[src/rtl/requantize_exp_arbiter.sv]
// Round-robin arbiter that shares the single-port requantize exponent ROM between NUM_REQ lanes.
// Issues one ROM read per cycle and routes the 1-cycle-latency result back to the issuing lane.
module requantize_exp_arbiter #(
  parameter int unsigned NUM_REQ   = 2,
  parameter int unsigned ADDR_BITS = 9,
  parameter int unsigned DATA_BITS = 32
) (
  input  logic                           clk,
  input  logic                           reset,
  input  logic [NUM_REQ-1:0]             req_valid,
  input  logic [NUM_REQ*ADDR_BITS-1:0]   req_addr,
  output logic [NUM_REQ-1:0]             req_ready,
  output logic [NUM_REQ-1:0]             rsp_valid,
  input  logic [NUM_REQ-1:0]             rsp_ready,
  output logic [DATA_BITS-1:0]           rsp_data,
  output logic                           rom_enable,
  output logic [ADDR_BITS-1:0]           rom_addr,
  input  logic [DATA_BITS-1:0]           rom_data
);

  localparam int unsigned PTR_W = (NUM_REQ > 1) ? $clog2(NUM_REQ) : 1;

  logic                 r_pend;
  logic [NUM_REQ-1:0]   r_owner;
  logic [PTR_W-1:0]     r_rr_ptr;

  logic                 w_found;
  logic [PTR_W-1:0]     w_winner;
  logic [PTR_W-1:0]     w_idx;
  logic                 w_retire;
  logic                 w_can_issue;
  logic                 w_issue;
  logic [NUM_REQ-1:0]   w_grant;
  logic [ADDR_BITS-1:0] w_addr [NUM_REQ];

  // Unpack the flat lane address bus
  always_comb begin
    for (int unsigned i = 0; i < NUM_REQ; i++) begin
      w_addr[i] = req_addr[i*ADDR_BITS +: ADDR_BITS];
    end
  end

  // Scan from the lane after the last winner; the first valid lane wins
  always_comb begin
    w_found  = 1'b0;
    w_winner = '0;
    w_idx    = '0;
    for (int unsigned k = 1; k <= NUM_REQ; k++) begin
      w_idx = PTR_W'((32'(r_rr_ptr) + k) % NUM_REQ);
      if (!w_found && req_valid[w_idx]) begin
        w_found  = 1'b1;
        w_winner = w_idx;
      end
    end
  end

  assign rsp_valid   = r_pend ? r_owner : '0;
  assign w_retire    = |(rsp_valid & rsp_ready);
  assign w_can_issue = !r_pend || w_retire;
  // Reset blocks issue immediately, not just at the next edge
  assign w_issue     = w_found && w_can_issue && !reset;
  assign w_grant     = NUM_REQ'(1) << w_winner;

  assign req_ready  = w_issue ? w_grant : '0;
  assign rom_enable = w_issue;
  assign rom_addr   = w_issue ? w_addr[w_winner] : '0;
  assign rsp_data   = rom_data;

  // Pending-response ownership and round-robin pointer
  always_ff @(posedge clk or posedge reset) begin
    if (reset) begin
      r_pend   <= 1'b0;
      r_owner  <= '0;
      r_rr_ptr <= PTR_W'(NUM_REQ - 1);
    end else if (w_issue) begin
      r_pend   <= 1'b1;
      r_owner  <= w_grant;
      r_rr_ptr <= w_winner;
    end else if (w_retire) begin
      r_pend   <= 1'b0;
    end
  end

endmodule

[config.mk]
export PLATFORM = sky130hd
export DESIGN_NAME = requantize_exp_arbiter
export DESIGN_NICKNAME = d
export VERILOG_FILES = /design/src/rtl/requantize_exp_arbiter.sv
export SDC_FILE = /design/constraint.sdc
export NUM_CORES = 1
export LEC_CHECK = 0
export ABC_AREA = 0
export CAP_MARGIN = 20
export CORE_MARGIN = 2
export CORE_UTILIZATION = 20
export DETAILED_ROUTE_END_ITERATION = 12
export PLACE_DENSITY = 0.78
export SLEW_MARGIN = 20
export SYNTH_ARGS = -nofsm -noshare
export SYNTH_HDL_FRONTEND = slang
export SYNTH_SLANG_ARGS = --single-unit
[constraint.sdc]
create_clock -name clk -period 1.4 [get_ports clk]
set_input_delay 0.42 -clock clk [delete_from_list [all_inputs] [get_ports clk]]
set_output_delay 0.42 -clock clk [all_outputs]
set_load 0.1 [all_outputs]
==> summary.txt, run 1 <==
Status
  • Status: finished with violations
  • Failing checks: setup timing

Critical path
  • CP Capture Type: output pin
  • Critical path launch point type: register
  • CP Data Required Time: 0.98 ns
  • CP max FO: 5
  • Critical path arrival: 1.55 ns
  • Critical path type: register to output pin

Routing
  • Drt total wl: 2480 µm
  • DR WL/cell: roughly 16 µm
  • Drt initial violations: 12
  • Drt first pass iters: 4
  • Final ANT Viol Nets: 0
  • Total number of vias: just under 700
  • Drt drc: 0
  • Post-DR vias/cell: between 4 and 5

Power and ir drop
  • Leak: 0.000539 µW
  • Pwr Density: ~1600 nW/µm²
  • Max rail drop VDD: between 0.5 and 0.6 mV

Finish
  • Cell area after layout: around 1500 µm²
  • ANT cells: 0
  • Non-filler cells, final: approximately 150
  • Area taken by multi-input logic gates: 603 µm²
  • Nets: about 160
  • Area Overhead vs Synth: 134%
  • FILL cells: approximately 260
  • Layout cells sized above 1: 62.6%
  • Reg area: around 100 µm²

CTS
  • Clock Sinks: 4
  • Clock transition at path regs: about 0.040 ns
  • CTS root buffer: clkbuf_4
  • Worst-Skew Late Latency: 0.23 ns
  • CTS Buffer Depth: 2
  • CTS tree: built
  • H-tree Lvls: 1
  • CTS Hold Bufs: 0
  • TritonCTS Buffers: 3

GRT
  • Vias in the first global route: approximately 790
  • Initial antenna violation count: 0
  • GRT overflow: 0
  • Largest net degree at the start of global routing: 8
  • First-pass GRT wire length: 3840 µm
  • Total Routing Usage GR: between 10% and 20%

Placed design
  • Placed instance count: 141
  • Port Buffers: 37
  • Placement-stage cell area: between 1000 and 1500 µm²
  • Final HPWL DP: roughly 1700 µm
  • GP Congestion: around 0.76

Timing
  • Slew Viols, Final: 0
  • Tcrit/Tclk final: 141%
  • Worst-Margin Slew: 0.233 ns
  • Setup slack after layout: -0.572 ns
  • Crit path time final: between 1.5 and 2 ns
  • Slew margin rel.: between 80 and 90%
  • Setup Skew: around 0.00065 ns
  • Hold Violations, Final: 0
  • RSZ-0062 raised after global routing: true
  • Final setup violation count: 14
  • Fmax: about 0.5 GHz

Synthesis
  • Mapped Cells: 84
  • Unique masters post-synth: 20
  • Ys Warns: 0
  • Post-Syn Area: 636 µm²
  • Mean Syn Cell Area: roughly 7.6 µm²
  • Mux cell area share after synthesis: 0%
  • Synthesis-stage register bit count: 4
  • Largest family of logic cells by synthesized area: buffers and inverters
  • Simple logic cell fraction of the synthesized area: around 16%
  • Post-synthesis compound-gate area fraction: 26.4%
  • Synthesized net count: between 100 and 150
  • Adder-cell share of the synthesized area: 0%
  • Synth Area in XOR/XNOR: 0%
  • Post-synthesis sequential area ratio: about 16%

Floorplan
  • Die height: 60.4 µm
  • Io pins: approximately 100
  • Starting Density: a little over a fifth
  • Total die area: about 3600 µm²
  • Site Rows: 20
  • DIE WIDTH: between 60 and 70 µm
  • Core ar.: 3030 µm²

Hold path
  • Hold Crit Class: input pin to async pin

Flow run
  • Max-cap violations: 0
==> Yosys cell counts <==
master / n / share of area, %
a21oi_1: 2 / 1.6
buf_4: 32 / 38
o21bai_1: 1 / 1.2
o21ai_0: 1 / 0.79
a32oi_1: 9 / 12
a21boi_2: 2 / 3.5
nand2_1: 5 / 3.0
buf_2: 1 / 0.79
nand2b_1: 3 / 3.0
a211o_1: 1 / 1.4
a22o_1: 1 / 1.4
dfrtp_1: 3 / 12
inv_1: 2 / 1.2
dfstp_2: 1 / 4.1
clkbuf_1: 1 / 0.59
o22a_1: 2 / 2.8
a21o_2: 1 / 1.4
buf_6: 1 / 1.8
nor2_1: 13 / 7.7
and2_1: 2 / 2.0
==> repair_timing <==
item / in CTS / in global routing
buffers inserted: 3 / 1
resized for setup: 41 / 7
pin swaps: 17 / 6
cloned: 4 / 0
endpoints found under the setup margin: 17 / 15
==> final cells by class <==
cell class	instances	share of cell area, %
repair buffers	52	46.7
multi-input cells	45	40.5
flip-flops and latches	4	6.81
well taps	44	3.70
clock buffers	4	1.76
inverters	2	0.504
==> registers in the layout, indices dropped and copies added, names as in the netlist <==
name / cells
r_rr_ptr: 1
r_pend: 1
r_owner: 2
==> final timing paths <==
path,from,end,slack [ns],cells after the start
max,r_rr_ptr,rom_addr[6],-0.57,5
min,reset,r_pend,0.42,3
max reg2reg,r_pend,r_owner[1],0.09,4
min reg2reg,r_owner[0],r_owner[0],0.65,2
max in group asynchronous,reset,r_rr_ptr,0.76,3
min in group clk,r_owner[0],r_owner[0],0.65,2
==> cell usage in the layout (no fill, tap or decap), drive strengths merged <==
| cell | n |
|---|---|
| a211o | 1 |
| a21boi | 2 |
| a21o | 2 |
| a21oi | 2 |
| a22o | 1 |
| a32oi | 9 |
| and2 | 2 |
| buf | 29 |
| bufbuf | 1 |
| clkbuf | 4 |
| clkdlybuf4s15 | 2 |
| clkdlybuf4s50 | 18 |
| dfrtp | 3 |
| dfstp | 1 |
| dlygate4sd2 | 2 |
| inv | 2 |
| nand2 | 5 |
| nand2b | 4 |
| nor2 | 13 |
| o21ai | 1 |
| o21bai | 1 |
| o22a | 2 |
==> cell families (layout without fill, tap and decap cells) <==
family          Yosys count  count (layout)
compound gates           20              21
simple gates             23              24
flops                     4               4
buf+inv                  37              58
==> routing by layer <==
layer / global-route usage [%] / vias up / part of all wire (%)
li1: - / 312 / -
met5: 0 / - / 0
met2: 26.4 / 41 / 53
met4: 9.52 / 0 / 4.9
met3: 4.26 / 18 / 8.1
met1: 13.9 / 314 / 34
==> where the power goes <==
group | switching (µW) | total [µW] | internal, µW
combinational | 1070 | 1910 | 839
clock | 52.4 | 160 | 107
sequential | 60.1 | 240 | 180
total | 1180 | 2310 | 1130
==> worst max-delay path, cell delays in order, from the launching register on <==
cell	delay, ns
dfstp_2	0.58
buf_6	0.11
nand2b_4	0.19
a32oi_4	0.14
nor2_4	0.12
buf_12	0.18
==> through the flow <==
stage,setup TNS (ns),total power (µW),utilization (%),setup slack (ns),hold slack [ns]
finish,-6.24,2310,49.2,-0.572,0.419
global route,-6.94,2410,49.2,-0.623,0.443
CTS,-6.60,2320,49.9,-0.581,0.418
detailed placement,-10.07,1800,38.3,-0.770,0.549
global placement,-9.62,1770,38.3,-0.716,0.537
floorplan,-5.23,1660,-,-0.446,0.185
Note: power is estimated with default switching activity, not from simulation.
==> run 2, diff against run 1 <==
--- a/config.mk
+++ b/config.mk
@@ -9,8 +9,9 @@
 export CAP_MARGIN = 20
 export CORE_MARGIN = 2
 export CORE_UTILIZATION = 20
+export CTS_CLUSTER_DIAMETER = 30
 export DETAILED_ROUTE_END_ITERATION = 12
-export PLACE_DENSITY = 0.78
+export PLACE_DENSITY = 0.77
 export SLEW_MARGIN = 20
 export SYNTH_ARGS = -nofsm -noshare
 export SYNTH_HDL_FRONTEND = slang
==> summary.txt, run 2 (synthesized netlist as in run 1, its figures left out) <==
Status
  • Status: finished with violations
  • Failing checks: setup timing

GRT
  • Total Routing Usage GR: around 12%
  • GRT overflow: 0
  • Initial antenna violation count: 0
  • Largest net degree at the start of global routing: 8
  • First-pass GRT wire length: roughly 3400 µm
  • Vias in the first global route: ~710

Routing
  • Drt initial violations: 13
  • M1 WL: 848 µm
  • Final ANT Viol Nets: 0
  • Max layer used: met4
  • Post-DR vias/cell: between 4 and 5
  • DR WL/cell: between 15 and 20 µm
  • Total number of vias: about 700
  • Met3 routed WL: ~260 µm
  • Drt drc: 0
  • Drt total wl: approximately 2400 µm
  • Met2 WL: between 1000 and 1500 µm
  • Drt first pass iters: 4

Finish
  • Cell area after layout: roughly 1500 µm²
  • Largest registers: r_owner (2), r_pend (1), r_rr_ptr (1)
  • Register with the most flip-flops: r_owner
  • Layout cells sized above 1: 67.0%
  • ANT cells: 0
  • Non-filler cells, final: around 160
  • Commonest non-fill, non-tap cells in the layout: clkdlybuf4s50_1, buf_12, buf_4
  • Max FFs per register: 2
  • Final Core Density: approximately 48%
  • Commonest non-fill, non-tap cell in the layout: clkdlybuf4s50_1
  • Nets: approximately 170
  • FILL cells: between 200 and 300
  • Area Overhead vs Synth: 128%

Timing
  • RSZ-0062 raised after global routing: true
  • Setup slack after layout: -0.530 ns
  • Fmax: 0.518 GHz
  • Final setup violation count: 14
  • Slew Viols, Final: 0
  • Tcrit/Tclk final: 138%
  • Hold Violations, Final: 0
  • Slew margin rel.: between 80% and 90%
  • Setup Skew: ~0.005 ns
  • Final hold slack: between 0.3 and 0.4 ns
  • Worst-Margin Slew: between 0.2 and 0.25 ns
  • Crit path time final: 1.93 ns

Power and ir drop
  • Sw Ratio: 50.2%
  • Internal: around 1100 µW
  • Clk network pwr share: under 10%
  • Switching pwr: ~1200 µW
  • Pwr Density: approximately 1600 nW/µm²
  • Leak: between 0.0005 and 0.0006 µW
  • Combinational share of power: between 80% and 90%
  • Flop pwr share: a little over a tenth
  • Max rail drop VDD: a little under 0.6 mV

CTS
  • Clock transition at path regs: ~0.040 ns
  • H-tree Lvls: 1
  • Clock Sinks: 4
  • CTS Buffer Depth: 2
  • CTS root buffer: clkbuf_4
  • Worst-Skew Late Latency: around 0.23 ns
  • CTS tree: built
  • CTS Hold Bufs: 0
  • TritonCTS Buffers: 3

Critical path
  • Crit path max-delay cell type: dfstp_2
  • CP Data Required Time: just under 1 ns
  • CP max FO: 5
  • Critical path launch point type: register
  • Max incr delay on CP: 0.56 ns
  • CP Capture Type: output pin
  • Critical path type: register to output pin
  • FF-to-FF Start: r_pend
  • Critical path arrival: between 1.5 and 2 ns
  • Crit path cell chain: buf_6 > nand2b_4 > a32oi_2 > nor2_4 > buf_12
  • Setup crit start: r_rr_ptr

Hold path
  • Hold Crit Class: input pin to async pin

Floorplan
  • Total die area: between 3000 and 4000 µm²
  • Site Rows: 20
  • DIE WIDTH: 60.4 µm
  • Core ar.: between 3000 and 4000 µm²
  • Starting Density: a little over a fifth
  • Io pins: between 100 and 150
  • Die height: between 60 and 70 µm

Placed design
  • Port Buffers: 37
  • Placement-stage cell area: 1180 µm²
  • GP Congestion: approximately 0.79
  • Final HPWL DP: 1600 µm
  • DP Worst Slack: -0.733 ns
  • Placed instance count: roughly 140

Flow run
  • Max-cap violations: 0
-- run 2: changes by cell type in the layout (fill, tap and decap cells not counted), moves of 2 or more --
cell,before,now
clkdlybuf4s15_1,2,0
buf_6,4,7
a32oi_4,9,4
a32oi_2,0,5
buf_4,7,14
-- run 2: power groups by stage --
stage               Sequential, µW  Clock [µW]  Combinational (µW)
detailed placement             226           0                1590
CTS                            234         160                1840
finish                         240         152                1900
global placement               225           0                1580
global route                   245         166                1970
floorplan                      226           0                1430
-- run 2: final timing paths --
path                            depth (start not counted)  slack, ns           to
worst max-delay path                                    5      -0.53  rom_addr[7]
worst min-delay path                                    3       0.39   r_owner[1]
worst max register to register                          5       0.02   r_owner[0]
worst min register to register                          2       0.65   r_owner[1]
max in group asynchronous                               3       0.78     r_rr_ptr
min in group clk                                        2       0.65   r_owner[1]
-- run 2: worst max-delay path: cells and delay by family (launching register included) --
| family | cells | cell delay, ns |
|---|---|---|
| AND/OR/NAND/NOR | 2 | 0.31 |
| flip-flops | 1 | 0.56 |
| buffers and inverters | 2 | 0.29 |
| AO/OA/AOI/OAI | 1 | 0.13 |
-- run 2: per-layer routing --
| metal | vias up | global-route usage [%] |
|---|---|---|
| met5 | - | 0 |
| li1 | 323 | - |
| met1 | 324 | 13.3 |
| met3 | 6 | 3.84 |
| met2 | 48 | 21.9 |
| met4 | 0 | 4.76 |
-- run 2: area by class of cell --
type                       instances  area, µm²  share of cell area [%]
tap                               44       55.1                    3.80
sequential                         4        101                    6.99
timing repair buffer              61        731                    50.4
inverter                           2       7.51                   0.518
clock buffer                       4       26.3                    1.81
multi-input combinational         44        529                    36.5
-- run 2: metrics by stage --
stage	power [µW]	setup TNS, ns
6_report	2300	-6.08
5_1_grt	2380	-6.63
4_1_cts	2230	-6.17
3_5_place_dp	1820	-9.98
3_3_place_gp	1800	-9.70
2_1_floorplan	1660	-5.23
-- run 2: what timing repair did --
| action | 4_1_cts | 5_1_grt |
|---|---|---|
| endpoints found under the setup margin | 18 | 16 |
| pin swaps | 14 | 17 |
| resized for setup | 35 | 9 |
| buffers inserted | 6 | 5 |
| gates cloned | 2 | 0 |
| endpoints found under the hold margin | 0 | 0 |
==> run 3, diff against run 2 <==
--- a/config.mk
+++ b/config.mk
@@ -7,12 +7,13 @@
 export LEC_CHECK = 0
 export ABC_AREA = 0
 export CAP_MARGIN = 20
+export CELL_PAD_IN_SITES_DETAIL_PLACEMENT = 1
+export CELL_PAD_IN_SITES_GLOBAL_PLACEMENT = 1
 export CORE_MARGIN = 2
-export CORE_UTILIZATION = 20
+export CORE_UTILIZATION = 11
 export CTS_CLUSTER_DIAMETER = 30
 export DETAILED_ROUTE_END_ITERATION = 12
-export PLACE_DENSITY = 0.77
-export SLEW_MARGIN = 20
+export PLACE_DENSITY_LB_ADDON = 0.1
 export SYNTH_ARGS = -nofsm -noshare
 export SYNTH_HDL_FRONTEND = slang
 export SYNTH_SLANG_ARGS = --single-unit
==> summary.txt, run 3 (synthesized netlist as in run 1, its figures left out) <==
Placed design
  • Port Buffers: 37
  • Final HPWL DP: between 1500 and 2000 µm
  • GP Congestion: 0.652
  • Placement-stage cell area: 1220 µm²

Floorplan
  • Site Rows: 27
  • Core ar.: 5540 µm²
  • Io pins: 102
  • DIE WIDTH: ~80 µm
  • Total die area: 6400 µm²
  • Die height: roughly 80 µm
  • Starting Density: approximately 11%

Timing
  • Hold Violations, Final: 0
  • Slew Viols, Final: 0
  • Setup slack after layout: -0.515 ns
  • Setup Skew: about 0.0063 ns
  • RSZ-0062 raised after global routing: true
  • Final setup violation count: 14
  • Fmax: ~0.52 GHz
  • Crit path time final: roughly 1.9 ns
  • Worst-Margin Slew: roughly 0.25 ns
  • Tcrit/Tclk final: 137%
  • Setup total negative slack: -5.82 ns
  • Slew margin rel.: 83.4%

Critical path
  • Max incr delay on CP: 0.58 ns
  • CP max FO: 5
  • Critical path launch point type: register
  • Buf+Inv Stages, Crit Path: 1
  • Critical path type: register to output pin
  • FF-to-FF Start: r_pend
  • Internal reg-to-reg setup slack: ~0.1 ns
  • CP Data Required Time: about 1 ns
  • Crit path max-delay cell type: dfstp_2
  • CP delay by family, top: flip-flops
  • Critical path arrival: ~1.5 ns
  • Reg2reg end: r_owner[1]
  • R2R depth: 4
  • Crit path cell chain: nand2b_4 > a32oi_4 > nor2_4 > buf_12
  • CP Capture Type: output pin

Power and ir drop
  • Sw Ratio: roughly half
  • Pwr Density: between 1500 and 2000 nW/µm²
  • Flop pwr share: between 10% and 20%
  • Clk network pwr share: ~10%
  • Internal: about 1200 µW
  • Max rail drop VDD: slightly below 0.4 mV
  • Switching pwr: 1220 µW
  • Combinational share of power: around four fifths
  • Leak: between 0.0005 and 0.0006 µW

CTS
  • CTS tree: built
  • Clock Sinks: 4
  • Clock transition at path regs: ~0.030 ns
  • CTS Buffer Depth: 2
  • CTS Hold Bufs: 0
  • H-tree Lvls: 1
  • Worst-Skew Late Latency: between 0.2 and 0.25 ns
  • TritonCTS Buffers: 3
  • CTS root buffer: clkbuf_8

Finish
  • Max FFs per register: 2
  • ANT cells: 0
  • Commonest non-fill, non-tap cell in the layout: clkdlybuf4s50_1
  • Register with the most flip-flops: r_owner
  • Layout cells sized above 1: 65.2%
  • Largest registers: r_owner (2), r_pend (1), r_rr_ptr (1)
  • Nets: 169
  • Final Core Density: about 29%
  • Area Overhead vs Synth: 149%
  • Commonest non-fill, non-tap cells in the layout: clkdlybuf4s50_1, buf_12, nor2_4, buf_4, a32oi_4
  • Cell area after layout: 1580 µm²

Routing
  • Final ANT Viol Nets: 0
  • Drt initial violations: 28
  • DR WL/cell: between 15 and 20 µm
  • Drt first pass iters: 4
  • Drt drc: 0
  • Drt total wl: between 2000 and 3000 µm
  • Post-DR vias/cell: 3.79
  • Total number of vias: 698

GRT
  • Initial antenna violation count: 0
  • Vias in the first global route: just over 800
  • Total Routing Usage GR: around 9.2%
  • Met2 Resource Use GR: 17.1%
  • Largest net degree at the start of global routing: 8
  • First-pass GRT wire length: 4440 µm
  • Busiest layer in global routing: met2
  • Grt met3 use: under 10%
  • GRT overflow: 0
  • Global-route met1 utilization: about a tenth

Flow run
  • Max-cap violations: 0

Hold path
  • Hold Crit Class: input pin to async pin

Status
  • Failing checks: setup timing
  • Status: finished with violations
[run 3: per-layer routing]
layer	vias to the layer above	part of all wire, %
met5	-	0
met4	0	1.5
met3	14	5.0
met2	22	56
met1	339	37
li1	323	-
[run 3: timing repair]
item | in CTS | in global routing
setup buffers | 3 | 0
pin swaps | 21 | 4
setup endpoints to repair | 18 | 15
cloned | 4 | 0
resized for setup | 45 | 6
[run 3: worst reg2reg max path: stages, from the launching register on]
cell and delay [ns]:
dfrtp_1 0.38, a21boi_4 0.16, buf_4 0.15, a211o_1 0.28
a22o_1 0.21
[run 3: power by group through the flow]
| stage | clock [µW] | combinational, µW | sequential [µW] |
|---|---|---|---|
| 2_1_floorplan | 0 | 1430 | 226 |
| 3_3_place_gp | 0 | 1640 | 224 |
| 3_5_place_dp | 0 | 1640 | 226 |
| 4_1_cts | 260 | 1950 | 249 |
| 5_1_grt | 275 | 2040 | 261 |
| 6_report | 252 | 1960 | 247 |
[run 3: stage by stage]
stage	cells	setup slack [ns]	hold slack [ns]	total power, µW
after floorplan	84	-0.446	0.185	1660
after global placement	173	-0.779	0.623	1860
after global routing	184	-0.583	0.475	2580
final	184	-0.515	0.443	2460
after CTS	184	-0.521	0.465	2460
after detailed placement	173	-0.760	0.627	1860
[run 3: final cells by class]
cell class | count | area [µm²]
inverter | 2 | 7.51
fill | 622 | 3960
timing repair buffer | 57 | 736
tap | 72 | 90.1
clock buffer | 4 | 45.0
multi-input combinational | 45 | 603
sequential | 4 | 101
[run 3: how the worst max path moves through the flow]
stage / start / to / depth (start not counted)
2_1_floorplan: r_rr_ptr / rom_addr[0] / 4
3_3_place_gp: req_valid[1] / rom_addr[0] / 6
3_5_place_dp: req_valid[1] / rom_addr[0] / 6
4_1_cts: r_rr_ptr / rom_addr[7] / 5
5_1_grt: r_rr_ptr / rom_addr[2] / 4
6_report: r_rr_ptr / rom_addr[2] / 4
==> patch 1 (settings of run 3) <==
Change the parameter `ADDR_BITS` from 9 to 8.
--- a/src/rtl/requantize_exp_arbiter.sv
+++ b/src/rtl/requantize_exp_arbiter.sv
@@ -2,7 +2,7 @@
 // Issues one ROM read per cycle and routes the 1-cycle-latency result back to the issuing lane.
 module requantize_exp_arbiter #(
   parameter int unsigned NUM_REQ   = 2,
-  parameter int unsigned ADDR_BITS = 9,
+  parameter int unsigned ADDR_BITS = 8,
   parameter int unsigned DATA_BITS = 32
 ) (
   input  logic                           clk,
Interface: changed (resized req_addr and rom_addr); port bits go from 102 to 99. No check against the original RTL was run, so the function may have changed too.
==> patch 1 against run 3 <==
The run still ends with negative setup slack left; non-clock buffer count decreased by 6; sequential cell count is the same; global-route usage shrank 0.52 points; core utilization is 4.5 points lower; die area is 0.56% higher; design area shrank 15%; sequential power down 9.3%; via count fell by 9.5%; routed wire length is 8.8% lower; synthesized area grew 0.59%; power shrank 19%; setup slack worse by 0.047 ns; synthesized cell count is 1.2% lower.
==> patch 1: results (changes against run 3) <==
Run status = finished, violations left (unchanged)
Failing checks = negative setup slack (unchanged)
All-Layer GR Usage = 8.64% (was 9.17%)
Max cap viols = 0 (unchanged)
Synth top area cells = buf_4 (38%), dfrtp_1 (12%), a32oi_1 (11%), nor2_1 (7.0%), dfstp_2 (4.1%) (was buf_4 (38%), a32oi_1 (12%), dfrtp_1 (12%), nor2_1 (7.7%), dfstp_2 (4.1%))
Nets = 159 (was 169)
# fillers = 629 (was 622)
Diode count = 0 (unchanged)
GPL Wtd Cong = 0.676 (was 0.652)
Via count = 632 (was 698)
Commonest cells in the netlist = buf_4 (32), nor2_1 (12), a32oi_1 (8) (was buf_4 (32), nor2_1 (13), a32oi_1 (9))
Syn Inst Count = 83 (was 84)
Worst Skew = 0.00551 ns (was 0.00626 ns)
Final antenna-violating net count = 0 (unchanged)
PortBufs = 34 (was 37)
Initial antenna violation count = 0 (unchanged)
Cells after DPL = 168 (was 173)
First-pass GRT wire length = 4130 µm (was 4440 µm)
Syn nets = 137 (was 140)
Post-DP HPWL = 1940 µm (about the same)
Setup WS post-layout = -0.562 ns (was -0.515 ns)
Pre-CTS WS = -0.825 ns (was -0.760 ns)
Drt first pass iters = 3 (was 4)
Lkg Pwr = 0.502 nW (was 0.568 nW)
Clk slew on worst S/H paths = 0.04 ns
Share of post-route cells with drive strength above 1 = 63.5% (was 65.2%)
Kind of cell adding the most delay to the critical path = flip-flops (unchanged)
H-tree levels = 1 (unchanged)
Largest net degree at the start of global routing = 13 (was 8)
Critical path arrival = 1.54 ns (was 1.49 ns)
Fin cells = 176 (was 184)
Iter 0 DRT Violations = 11 (was 28)
Worst-Margin Slew = 0.231 ns (was 0.249 ns)
Sequential share of the synthesized area = 15.9% (about the same)
Post-synth cell types = 19 (was 20)
Worst VDD drop = 0.355 mV (was 0.388 mV)
# setup viols final = 13 (was 14)
Ys async rst share = 100% (unchanged)
Total Wirelength = 2690 µm (was 2950 µm)
Vias in the first global route = 773 (was 827)
CTS root buf = clkbuf_8 (unchanged)
Synth Warn # = 0 (unchanged)
Cts bufs inserted = 3 (unchanged)
Critical Path Max Stage Delay = 0.56 ns (was 0.58 ns)
==> patch 1: cell types whose count changed in the layout (fill, tap and decap cells not counted), moves of 2 or more <==
cell / delta
a32oi_4: -7
a32oi_2: +6
buf_12: -3
buf_16: -2
buf_4: -2
buf_6: +2
clkdlybuf4s50_1: -2
dlygate4sd2_1: +2
o22a_1: -2
o22a_2: +2
==> patch 1: cells by family after synthesis <==
family,synth area share (%)
buf+inv,42.7
simple gates,15.1
compound gates,26.4
flops,15.9
==> patch 1: worst paths after layout <==
kind	startpoint	end	slack (ns)
min in group clk	r_rr_ptr$_DFFE_PP1P_	r_rr_ptr$_DFFE_PP1P_	0.57
worst min register to register	r_rr_ptr$_DFFE_PP1P_	r_rr_ptr$_DFFE_PP1P_	0.57
max in group asynchronous	reset	r_rr_ptr$_DFFE_PP1P_	0.72
worst min-delay path	reset	r_owner[1]$_DFFE_PP0P_	0.44
worst max register to register	r_pend$_DFFE_PP0P_	r_owner[0]$_DFFE_PP0P_	0.09
worst max-delay path	r_rr_ptr$_DFFE_PP1P_	rom_addr[7]	-0.56
==> patch 1: routing by layer <==
metal | GRT usage [%] | wire length (µm) | part of all wire, % | up-vias
li1 | - | - | - | 293
met1 | 9.39 | 991 | 37 | 314
met2 | 15.7 | 1490 | 56 | 21
met3 | 2.92 | 175 | 6.5 | 4
met4 | 2.71 | 27 | 1.0 | 0
met5 | 0 | 0 | 0 | -
==> patch 1: cell type report <==
| cell class | instances | area share, % |
|---|---|---|
| clock buffer | 4 | 3.36 |
| inverter | 3 | 0.840 |
| multi-input combinational | 42 | 35.2 |
| sequential | 4 | 7.56 |
| tap | 72 | 6.72 |
| timing repair buffer | 51 | 46.4 |
==> patch 1: worst reg2reg max path, stage by stage (launching register included) <==
cell	delay [ns]
dfrtp_1	0.38
a21boi_4	0.16
a21o_4	0.27
buf_4	0.16
o22a_2	0.22
==> patch 1: stage by stage <==
step / power [mW] / cell area [µm²] / TNS (ns)
floorplan: 1.45 / 734 / -4.69
global placement: 1.54 / 1130 / -9.54
detailed placement: 1.55 / 1130 / -9.79
CTS: 2.00 / 1330 / -5.91
global route: 2.10 / 1340 / -6.59
finish: 1.99 / 1340 / -5.77
==> patch 1: report_power, final <==
| part | internal (mW) | total [mW] | switching, mW |
|---|---|---|---|
| Clock | 0.195 | 0.259 | 0.0639 |
| Sequential | 0.173 | 0.224 | 0.0510 |
| Combinational | 0.647 | 1.51 | 0.862 |
==> patch 1: what timing repair did <==
action                                  CTS  global route
pin swaps                                11             3
endpoints found under the setup margin   16            13
gates resized for setup                  33             2
cloned                                    2             0
setup buffers                             2             0
==> patch 2 (flow settings as in run 3) <==
Made on the original files. Make the reset (`reset`) synchronous in one clocked block.
--- a/src/rtl/requantize_exp_arbiter.sv
+++ b/src/rtl/requantize_exp_arbiter.sv
@@ -67,7 +67,7 @@
   assign rsp_data   = rom_data;
 
   // Pending-response ownership and round-robin pointer
-  always_ff @(posedge clk or posedge reset) begin
+  always_ff @(posedge clk) begin
     if (reset) begin
       r_pend   <= 1'b0;
       r_owner  <= '0;
Check against the original RTL: differs if reset is asserted again (counterexample within 4 cycles, from zero or initial values and one cycle with reset high); with reset held inactive, the same outputs for 10 cycles.
==> patch 2 against run 3 <==
The flow still finishes with violations (negative setup slack); critical path depth is 1 higher; setup slack worse by 0.054 ns; hold slack better by 0.17 ns; count of clock-buffer cells in the layout is 1 lower; routed wire length is 15% lower; core utilization is 4.4 points lower; clock skew is 0.0054 ns lower; synthesized area is 0.59% lower; design area is 15% lower; sequential cell count stayed put.
Power is not compared: it rests on default switching activity, and its combinational part moved more than twofold at a synthesized area within 25%.
==> patch 2: results (changes against run 3) <==
Commonest cells in the netlist = buf_4 (32), nand2_1 (19), a21oi_2 (7) (was buf_4 (32), nor2_1 (13), a32oi_1 (9))
Synth top area cells = buf_4 (38%), dfxtp_1 (13%), nand2_1 (11%), a21oi_2 (9.7%), a21oi_1 (2.4%) (was buf_4 (38%), a32oi_1 (12%), dfrtp_1 (12%), nor2_1 (7.7%), dfstp_2 (4.1%))
Reg2reg setup slack = 0.05 ns (was 0.10 ns)
Total Wirelength = 2490 µm (was 2950 µm)
Most common flop cell mapped by yosys = dfxtp_1 (was dfrtp_1)
Worst Reg-to-Reg Cells = 6 (was 4)
Compound-Gate Fraction of Synth Area = 25.9% (was 26.4%)
Critical path origin = r_owner[1]$_SDFFE_PP0P_ (was r_rr_ptr$_DFFE_PP1P_)
Design Power = 0.987 mW
Pre-CTS WS = -1.02 ns (was -0.760 ns)
GPL Wtd Cong = 0.657 (was 0.652)
Share of post-route cells with drive strength above 1 = 57.3% (was 65.2%)
Multi-input gate area = 415 µm² (was 603 µm²)
Post-Place Cell Area = 0.00123 mm² (was 0.00122 mm²)
Sequential share of the synthesized area = 12.7% (was 15.9%)
Cells after DPL = 180 (was 173)
Post-DP HPWL = 1960 µm (was 1940 µm)
Largest net degree at the start of global routing = 11 (was 8)
Class of the worst hold path = primary input to register (was primary input to async pin)
Reg2reg end = r_rr_ptr$_SDFFE_PP1P_ (was r_owner[1]$_DFFE_PP0P_)
Syn nets = 146 (was 140)
# setup viols final = 13 (was 14)
Max Clock Freq = 508 MHz (was 522 MHz)
Failing checks = negative setup slack (unchanged)
Met2 Wirelength = 1110 µm (was 1650 µm)
Critical path arrival = 1.55 ns (was 1.49 ns)
Setup_tns = -6.69 ns (was -5.82 ns)
Nets = 175 (was 169)
# fillers = 643 (was 622)
Ys async rst share = 0% (was 100%)
Worst Setup EP = rom_addr[1] (was rom_addr[2])
FF-to-FF Start = r_owner[0]$_SDFFE_PP0P_ (was r_pend$_DFFE_PP0P_)
Setup WS post-layout = -0.568 ns (was -0.515 ns)
Routed met3 length = 300 µm (was 147 µm)
First-pass GRT wire length = 3920 µm (was 4440 µm)
Vias in the first global route = 788 (was 827)
Post-synth cell types = 24 (was 20)
Run status = finished, violations left (unchanged)
[patch 2: cell types whose count changed after synthesis, moves of 2 or more]
| cell | run 3 | this run |
|---|---|---|
| a21oi_2 | 0 | 7 |
| a31oi_1 | 0 | 2 |
| a32oi_1 | 9 | 0 |
| dfrtp_1 | 3 | 0 |
| dfxtp_1 | 0 | 4 |
| nand2_1 | 5 | 19 |
| nand2b_1 | 3 | 0 |
| nor2_1 | 13 | 3 |
| o22a_1 | 2 | 0 |
| o22ai_1 | 0 | 2 |
[patch 2: timing repair]
action,4_1_cts,5_1_grt
gates resized for setup,25,6
setup buffers,4,3
gates cloned,1,0
setup endpoints to repair,17,14
pin swaps,2,2
[patch 2: cell type report]
class | count | share of cell area [%]
timing repair buffer | 58 | 51.4
multi-input combinational | 49 | 31.0
tap | 72 | 6.72
sequential | 4 | 6.44
clock buffer | 3 | 3.08
inverter | 3 | 1.31
[patch 2: worst min path at each step]
stage / start / endpoint / slack (ns) / cells past startpoint
CTS: reset / r_pend$_SDFFE_PP0P_ / 0.65 / 3
detailed placement: r_owner[0]$_SDFFE_PP0P_ / r_owner[0]$_SDFFE_PP0P_ / 0.60 / 2
floorplan: reset / r_owner[0]$_SDFFE_PP0P_ / 0.49 / 1
global placement: r_owner[0]$_SDFFE_PP0P_ / r_owner[0]$_SDFFE_PP0P_ / 0.58 / 2
finish: reset / r_pend$_SDFFE_PP0P_ / 0.61 / 3
global route: reset / r_pend$_SDFFE_PP0P_ / 0.65 / 3
[patch 2: critical path, stage by stage (launching register included)]
cell,delay [ns]
dfxtp_2,0.33
nand2_2,0.05
a311o_2,0.44
clkbuf_16,0.19
a21oi_4,0.13
buf_12,0.18
[patch 2: metal layers]
layer	GRT usage, %	up-vias
met2	12.8	50
li1	-	321
met1	9.42	301
met3	2.94	6
met5	0	-
met4	3.05	0
